<file path="src/rtl/ltc2992_cfg_seq.sv">
// ltc2992_cfg_seq: transaction sequencer in front of the I2C byte-write engine.
// After reset it writes a four-entry register table to the LTC2992, one
// transaction at a time, retrying any transaction that times out. Once the
// table is done it serves single register writes from system logic.
//
// Handshakes:
//   - Engine: O_send_en high starts a transaction. The engine answers with a
//     one-cycle I_done_flag, which is sampled only in ISSUE. O_send_en then
//     drops for at least one cycle, which returns the engine to INIT.
//   - User: I_wr_req is a single-cycle request, sampled only in READY; it
//     carries I_wr_addr/I_wr_data. O_wr_busy is high from the cycle after
//     acceptance until completion. Completion is a one-cycle O_wr_ack
//     (success) or O_wr_err (retries exhausted), coincident with O_wr_busy
//     falling. A request while busy is dropped and never queued.
//
// dbg_state exposes the FSM state (0 GAP, 1 ISSUE, 2 RELEASE, 3 NEXT,
// 4 READY).
module ltc2992_cfg_seq #(
    parameter logic [6:0]  P_DEV_ADDR  = 7'h6F,
    parameter logic [15:0] P_REG0      = 16'h0000,
    parameter logic [15:0] P_REG1      = 16'h0118,
    parameter logic [15:0] P_REG2      = 16'h0200,
    parameter logic [15:0] P_REG3      = 16'h0300,
    parameter int          P_GAP       = 100,
    parameter int          P_TIMEOUT   = 20000,
    parameter int          P_MAX_RETRY = 3
) (
    input  logic       I_clk,
    input  logic       I_rst,
    input  logic       I_done_flag,
    output logic       O_send_en,
    output logic [6:0] O_dev_addr,
    output logic [7:0] O_word_addr,
    output logic [7:0] O_write_date,
    output logic [1:0] O_BYTE,
    input  logic       I_restart,
    input  logic       I_wr_req,
    input  logic [7:0] I_wr_addr,
    input  logic [7:0] I_wr_data,
    output logic       O_wr_busy,
    output logic       O_wr_ack,
    output logic       O_wr_err,
    output logic       O_cfg_done,
    output logic       O_cfg_err,
    output logic [2:0] dbg_state
);

    // Counters are sized to hold their full terminal value without wrapping.
    localparam int GW = $clog2(P_GAP + 1);
    localparam int TW = $clog2(P_TIMEOUT + 1);
    localparam int RW = $clog2(P_MAX_RETRY + 2);

    localparam logic [GW-1:0] GAP_LAST  = GW'(P_GAP - 1);
    localparam logic [TW-1:0] TMO_LAST  = TW'(P_TIMEOUT - 1);
    localparam logic [RW-1:0] RETRY_MAX = RW'(P_MAX_RETRY);

    typedef enum logic [2:0] {
        S_GAP     = 3'd0,
        S_ISSUE   = 3'd1,
        S_RELEASE = 3'd2,
        S_NEXT    = 3'd3,
        S_READY   = 3'd4
    } state_t;

    state_t        state;
    logic [1:0]    idx;
    logic [RW-1:0] retry;
    logic [GW-1:0] gap_cnt;
    logic [TW-1:0] tmo_cnt;
    logic          user_mode;  // current transaction is a user write
    logic          ok;         // outcome of the last ISSUE window

    function automatic logic [15:0] entry_word(input logic [1:0] i);
        case (i)
            2'd0:    return P_REG0;
            2'd1:    return P_REG1;
            2'd2:    return P_REG2;
            default: return P_REG3;
        endcase
    endfunction

    assign O_dev_addr = P_DEV_ADDR;
    assign O_BYTE     = 2'd1;
    assign dbg_state  = state;

    // Sequencer FSM: gap, issue with timeout, release, advance/retry, ready.
    always_ff @(posedge I_clk) begin
        if (I_rst) begin
            state        <= S_GAP;
            idx          <= 2'd0;
            retry        <= '0;
            gap_cnt      <= '0;
            tmo_cnt      <= '0;
            user_mode    <= 1'b0;
            ok           <= 1'b0;
            O_send_en    <= 1'b0;
            O_word_addr  <= P_REG0[15:8];
            O_write_date <= P_REG0[7:0];
            O_wr_busy    <= 1'b0;
            O_wr_ack     <= 1'b0;
            O_wr_err     <= 1'b0;
            O_cfg_done   <= 1'b0;
            O_cfg_err    <= 1'b0;
        end else begin
            O_wr_ack <= 1'b0;
            O_wr_err <= 1'b0;
            case (state)
                S_GAP: begin
                    if (gap_cnt == GAP_LAST) begin
                        gap_cnt   <= '0;
                        tmo_cnt   <= '0;
                        O_send_en <= 1'b1;
                        state     <= S_ISSUE;
                    end else begin
                        gap_cnt <= gap_cnt + 1'b1;
                    end
                end
                S_ISSUE: begin
                    tmo_cnt <= tmo_cnt + 1'b1;
                    // Done is checked first so it wins over a same-cycle timeout.
                    if (I_done_flag) begin
                        ok        <= 1'b1;
                        O_send_en <= 1'b0;
                        state     <= S_RELEASE;
                    end else if (tmo_cnt == TMO_LAST) begin
                        ok        <= 1'b0;
                        O_send_en <= 1'b0;
                        state     <= S_RELEASE;
                    end
                end
                S_RELEASE: begin
                    if (ok) begin
                        state <= S_NEXT;
                    end else if (retry < RETRY_MAX) begin
                        retry <= retry + 1'b1;
                        state <= S_GAP;
                    end else begin
                        state <= S_NEXT;
                    end
                end
                S_NEXT: begin
                    retry <= '0;
                    if (user_mode) begin
                        O_wr_ack  <= ok;
                        O_wr_err  <= ~ok;
                        O_wr_busy <= 1'b0;
                        user_mode <= 1'b0;
                        state     <= S_READY;
                    end else begin
                        if (!ok) O_cfg_err <= 1'b1;
                        if (idx == 2'd3) begin
                            O_cfg_done <= 1'b1;
                            state      <= S_READY;
                        end else begin
                            idx                         <= idx + 2'd1;
                            {O_word_addr, O_write_date} <= entry_word(idx + 2'd1);
                            state                       <= S_GAP;
                        end
                    end
                end
                S_READY: begin
                    // Restart takes priority; a simultaneous request is dropped.
                    if (I_restart) begin
                        O_cfg_done                  <= 1'b0;
                        O_cfg_err                   <= 1'b0;
                        idx                         <= 2'd0;
                        {O_word_addr, O_write_date} <= entry_word(2'd0);
                        user_mode                   <= 1'b0;
                        state                       <= S_GAP;
                    end else if (I_wr_req) begin
                        O_word_addr  <= I_wr_addr;
                        O_write_date <= I_wr_data;
                        O_wr_busy    <= 1'b1;
                        user_mode    <= 1'b1;
                        state        <= S_GAP;
                    end
                end
                default: state <= S_GAP;
            endcase
        end
    end

endmodule

</file>
<file path="config.mk">
export PLATFORM = sky130hd
export DESIGN_NAME = ltc2992_cfg_seq
export DESIGN_NICKNAME = d
export VERILOG_FILES = /design/src/rtl/ltc2992_cfg_seq.sv
export SDC_FILE = /design/constraint.sdc
export NUM_CORES = 1
export LEC_CHECK = 0
export ABC_CLOCK_PERIOD_IN_PS = 4850
export BUFFER_PORTS_ARGS = -buffer_cell sky130_fd_sc_hd__buf_2
export CORE_ASPECT_RATIO = 0.9
export CORE_MARGIN = 5
export CORE_UTILIZATION = 30
export CTS_BUF_LIST = sky130_fd_sc_hd__clkbuf_4 sky130_fd_sc_hd__clkbuf_8
export DETAILED_ROUTE_END_ITERATION = 12
export SYNTH_ARGS = -nofsm -noshare
export SYNTH_HDL_FRONTEND = slang
export SYNTH_SLANG_ARGS = --single-unit
</file>
<file path="constraint.sdc">
create_clock -name I_clk -period 4.85 [get_ports I_clk]
set_input_delay 0.7275 -clock I_clk [delete_from_list [all_inputs] [get_ports I_clk]]
set_output_delay 0.7275 -clock I_clk [all_outputs]
set_load 0.05 [all_outputs]
</file>
## Yosys cells after proc, flatten, opt, wreduce, memory -nomap -nowiden

Cells that the tools add are included.

| word-level totals | value |
|---|---|
| register bits | 54 |
| bits in latches | 0 |
| memory bits (writable) | 0 |
| memory bits (read-only) | 0 |
| output and inout port bits | 34 |
| memories | 0 |

| operators by class | value |
|---|---|
| add/sub/neg operators | 4 |
| multiply operators | 0 |
| divide/modulo/power cells | 0 |
| $lt $le $gt $ge | 1 |
| equality and inequality tests | 22 |
| shifts and indexed selects | 0 |
| mux-type cells | 49 |
| bitwise gates (word level) | 3 |
| reductions and logical operators | 18 |

Operators with widths:

| operator | number |
|---|---|
| $mux W8 | 8 |
| $pmux W8 S2 | 2 |
| $pmux W10 S3 | 1 |
| $pmux W15 S2 | 1 |
| $mux W3 | 9 |
| $ne A2 B2 Y1 const B | 11 |
| $reduce_and A4 Y1 | 5 |
| $add A15 B1 Y15 const B | 1 |
| $eq A15 B15 Y1 const B | 1 |
| $mux W15 | 1 |
| $pmux W3 S5 | 1 |
| $mux W1 | 13 |
| $mux W2 | 5 |
| $pmux W1 S2 | 5 |
| $reduce_and A3 Y1 | 3 |
| $reduce_bool A2 Y1 | 4 |
| $add A7 B1 Y7 const B | 1 |
| $eq A7 B7 Y1 const B | 1 |
| $mux W7 | 1 |
| $eq A3 B2 Y1 const B | 2 |
| $ne A3 B3 Y1 const B | 2 |
| $pmux W3 S2 | 1 |
| $reduce_and A2 Y1 | 3 |
| $eq A2 B2 Y1 const B | 2 |
| other kinds (11) | 13 |

## Longest topological paths before layout

| logic depth | value |
|---|---|
| depth after elaboration | 6 |
| mapped depth | 7 |
| depth with buffers taken out | 5 |

## Least setup slack after synthesis

No wires, ideal clock.

| timing | value |
|---|---|
| kind | reg2reg |
| from | reg state[2], in the netlist dbg_state[2] |
| to | reg O_word_addr[4] |
| arrival | 1.804 ns |
| required time | 4.730 ns |
| slack | 2.926 ns |
| stages on the path, launching flop included | 7 |
| cells stage by stage | dfxtp_1 or3b_1 buf_6 o22ai_4 nand2_4 buf_6 mux2i_1 |

| between the ends | value |
|---|---|
| cells in the longest elaborated chain, start to end | 3 |
| elaborated cells between the ends (all ways) | 8 |
| those cells by class | 5 x eq/ne; 1 x mux; 2 x reduce/logical |

Ends and longest elaborated chain:

| item | line | source |
|---|---|---|
| start, declared | 65 | `state_t state;` |
| start signal, assigned | 89 | `state <= S_GAP;` |
| start signal, assigned | 113 | `state <= S_ISSUE;` |
| start signal, assigned | 124 | `state <= S_RELEASE;` |
| $eq A3 B3 Y1 / $eq A3 B2 Y1 (equally long branches) | 107 | `case (state)` |
| $ne A3 B3 Y1 (no source line), or another cell as far along | n/a |  |
| $reduce_and A4 Y1 (no source line) | n/a |  |
| end signal, assigned | 97 | `O_word_addr <= P_REG0[15:8];` |
| end signal, assigned | 156 | `{O_word_addr, O_write_date} <= entry_word(idx + 2'd1);` |
| end signal, assigned | 167 | `{O_word_addr, O_write_date} <= entry_word(2'd0);` |
| end, declared | 33 | `output logic [7:0] O_word_addr,` |

Parallel ways exist; a longest one is shown, timed or not.
A chain may end at the register's enable or synchronous reset.

## Worst setup path in the final report

| timing | value |
|---|---|
| from | reg state[2], in the netlist dbg_state[2] |
| to | reg O_write_date[0] |

| between the ends | value |
|---|---|
| cells in the longest elaborated chain, start to end | 3 |
| elaborated cells between the ends (all ways) | 8 |
| those cells by class | 5 x eq/ne; 1 x mux; 2 x reduce/logical |

Ends and longest elaborated chain:

| item | line | source |
|---|---|---|
| $eq A3 B3 Y1 / $eq A3 B2 Y1 (equally long branches) | 107 |  |
| $ne A3 B3 Y1 (no source line), or another cell as far along | n/a |  |
| $reduce_and A4 Y1 (no source line) | n/a |  |
| end signal, assigned | 98 | `O_write_date <= P_REG0[7:0];` |
| end signal, assigned | 156 |  |
| end signal, assigned | 167 |  |
| end, declared | 34 | `output logic [7:0] O_write_date,` |

Parallel ways exist; a longest one is shown, timed or not.

==> flow_summary.yaml <==
drt:
  wl_per_cell_um: 13.1
  ant_nets: 0
  drc: 0
  drt-total-wl_um: 6080
  dr.pass1.iters: 6
  via_per_inst: 4.88
  num_vias: 2273
  drt_iter0_drc: 155
clock_network:
  cts_tree: "done"
  htreeDepth: 2
  postCtsSetupRepairBufs: 0
  cts-root-buf: "clkbuf_8"
  cts.clk_slew.worst_paths_ns: 0.10
  cts_sinks: 54
  clk_path_buf_depth: 2
  hold_buffers: 0
  numCtsBuffers: 5
  clk_latency_ns: 0.30
  postCtsResizedCells: 0
critical_path:
  start_kind: "register"
  critPathRequiredTime_ns: 5.09
  crit_buf_inv: 0
  rrSetupSlack_ns: 2.71
  timing.critical_path.from: "dbg_state[2]"
  r2r_end: "O_write_date[0]"
  setup.worst_path.class: "reg -> reg"
  worst_r2r_path_depth: 4
  critPathMaxStageDelay_ns: 0.65
  crit_path_end_kind: "register"
  cp_slowest_cell: "dfxtp_1"
  worstPathArrival_ns: 2.38
  r2r_start: "dbg_state[2]"
  timing.critical_path.cells: "or3b_1, nor3_2, nand2_1, mux2i_1"
  crit_family: "simple AND/OR/NAND/NOR gates"
  crit_fanout: 15
timing:
  skew_ns: 0.0107
  slew_viol_final: 0
  period_share_pct: 44.1
  worst_pin_slew_ns: 0.888
  fmaxAchievable_ghz: 0.467
  fin_tns_setup_ns: 0
  setup_violations: 0
  min_period_ns: 2.14
  grt_setup_unrepaired: "false"
  hold_viol: 0
  slew_headroom_pct: 40.3
synth:
  synth_edf_count: 0
  synth-seq-cells: 54
  synth.distinct_cells: 54
  yosys_warnings: 0
  netlist_area_um2: 2720
  ys_seq_area_share_pct: 39.8
  ys.flop_type: "dfxtp_1"
  syn-instance-count: 306
  async_flop_share_pct: 0
  syn_area_per_cell_um2: 8.88
global_routing:
  grt_pass1_wl_um: 10200
  grt_overflow: 0
  grt_max_degree: 43
  grtUsageTotal_pct: 11.3
  antenna_found_initial: 0
  grt_pass1_vias: 2113
die:
  fp.dieArea_um2: 11100
  die_w_um: 110
  fp.dieH_um: 100
  ioPinCount: 55
  start_util_pct: 30.3
  coreArea_um2: 8960
  row_count: 33
hold_path:
  whs_path_depth: 2
  hp-class: "reg -> reg"
  min_to: "O_word_addr[0]"
  holdCritStartpoint: "O_word_addr[0]"
pwr:
  p_per_area_nw_per_um2: 274
  total_power_mw: 0.853
  p_leak_nw: 1.27
  peakVddDrop_mv: 0.105
layout:
  final_nets: 370
  drive_gt1_share_pct: 18.0
  fillers: 941
  syn2layout_area_growth_pct: 14.8
  n_antenna_cell: 0
  final_common_cell: "dfxtp_1"
  final_cell_mix: "dfxtp_1, buf_2, a21oi_1"
flow_run:
  maxCapViolations: 0
placement:
  dpl.hpwl_um: 4320
  place_congestion: 0.825
  portBuffers: 45
outcome:
  status: "finished, final reports clean"
[worst max-delay path by stage]
stage	endpoint	cells past startpoint
floorplan	O_word_addr[4]	6
global placement	O_word_addr[3]	4
detailed placement	O_word_addr[6]	4
CTS	O_write_date[0]	4
global route	O_word_addr[3]	4
finish	O_write_date[0]	4
[flip-flops by register name, summed over array words and instances, names as in the netlist, 2 cells and up]
register,cells
dbg_state,3
O_write_date,8
idx,2
gap_cnt,7
tmo_cnt,15
O_word_addr,8
retry,3
[cell type report]
class | count | area [um2] | area share (%)
flip-flops and latches | 54 | 1080 | 34.7
inverters | 5 | 18.8 | 0.602
multi-input cells | 231 | 1490 | 47.8
repair buffers | 46 | 233 | 7.46
well taps | 122 | 153 | 4.90
clock buffers | 6 | 82.6 | 2.65
clock inverters | 2 | 60.1 | 1.93
[worst reg2reg max path, cell delays in order (launching register included)]
cell and delay, ns:
dfxtp_1 0.65, or3b_1 0.60, nor3_2 0.58, nand2_1 0.13, mux2i_1 0.14
[per-stage QoR]
step	setup WS [ns]	hold slack [ns]	area, um2	cells	util [%]
finish	2.71	0.481	3120	466	34.8
global placement	2.74	0.456	2980	458	33.2
floorplan	2.93	0.447	2740	313	-
global route	2.50	0.505	3120	466	34.8
detailed placement	2.69	0.468	2980	458	33.2
CTS	2.67	0.483	3120	466	34.8
[cells in the mapped netlist, drive strengths merged, types with 6 or more instances]
cell type  number  share of area, %
a21oi          27               5.0
nor3            9               1.8
o21ai           8               1.5
buf            17               4.7
a22oi           6               1.7
nor2           25               3.5
dfxtp          54                40
nand2          27               4.0
nand3           7               1.3
clkbuf          6              0.88
mux2i          15               5.5
nand2b         14               3.2
or3             7               1.6
ha              6               2.8
[kinds of logic (layout without fill, tap and decap cells)]
family                     after synthesis  after routing  share of synthesized area (%)
other                                    2              9                          0.276
muxes                                   17             17                           6.36
DFF                                     54             54                           39.8
xor gates and xnor gates                 4              4                           1.29
AOI/OAI and AO/OA                       63             63                           15.1
and+or+nand+nor                        132            132                           28.1
adders and majority gates                6              6                           2.76
buffers and inverters                   28             59                           6.31
[metal layers]
metal	share of wire, %	GRT usage, %	routed length [um]
met1	50	15.4	3020
met2	45	17.1	2710
met3	3.7	2.83	227
met4	2.1	4.45	130
met5	0	0	0
[where the power goes]
| group | internal [mW] | switching [mW] | total (mW) | leakage, nW |
|---|---|---|---|---|
| logic | 0.0106 | 0.0292 | 0.0399 | 0.759 |
| clock network | 0.220 | 0.146 | 0.366 | 0.0714 |
| registers | 0.445 | 0.00223 | 0.447 | 0.435 |
(Power assumes the default switching activity.)
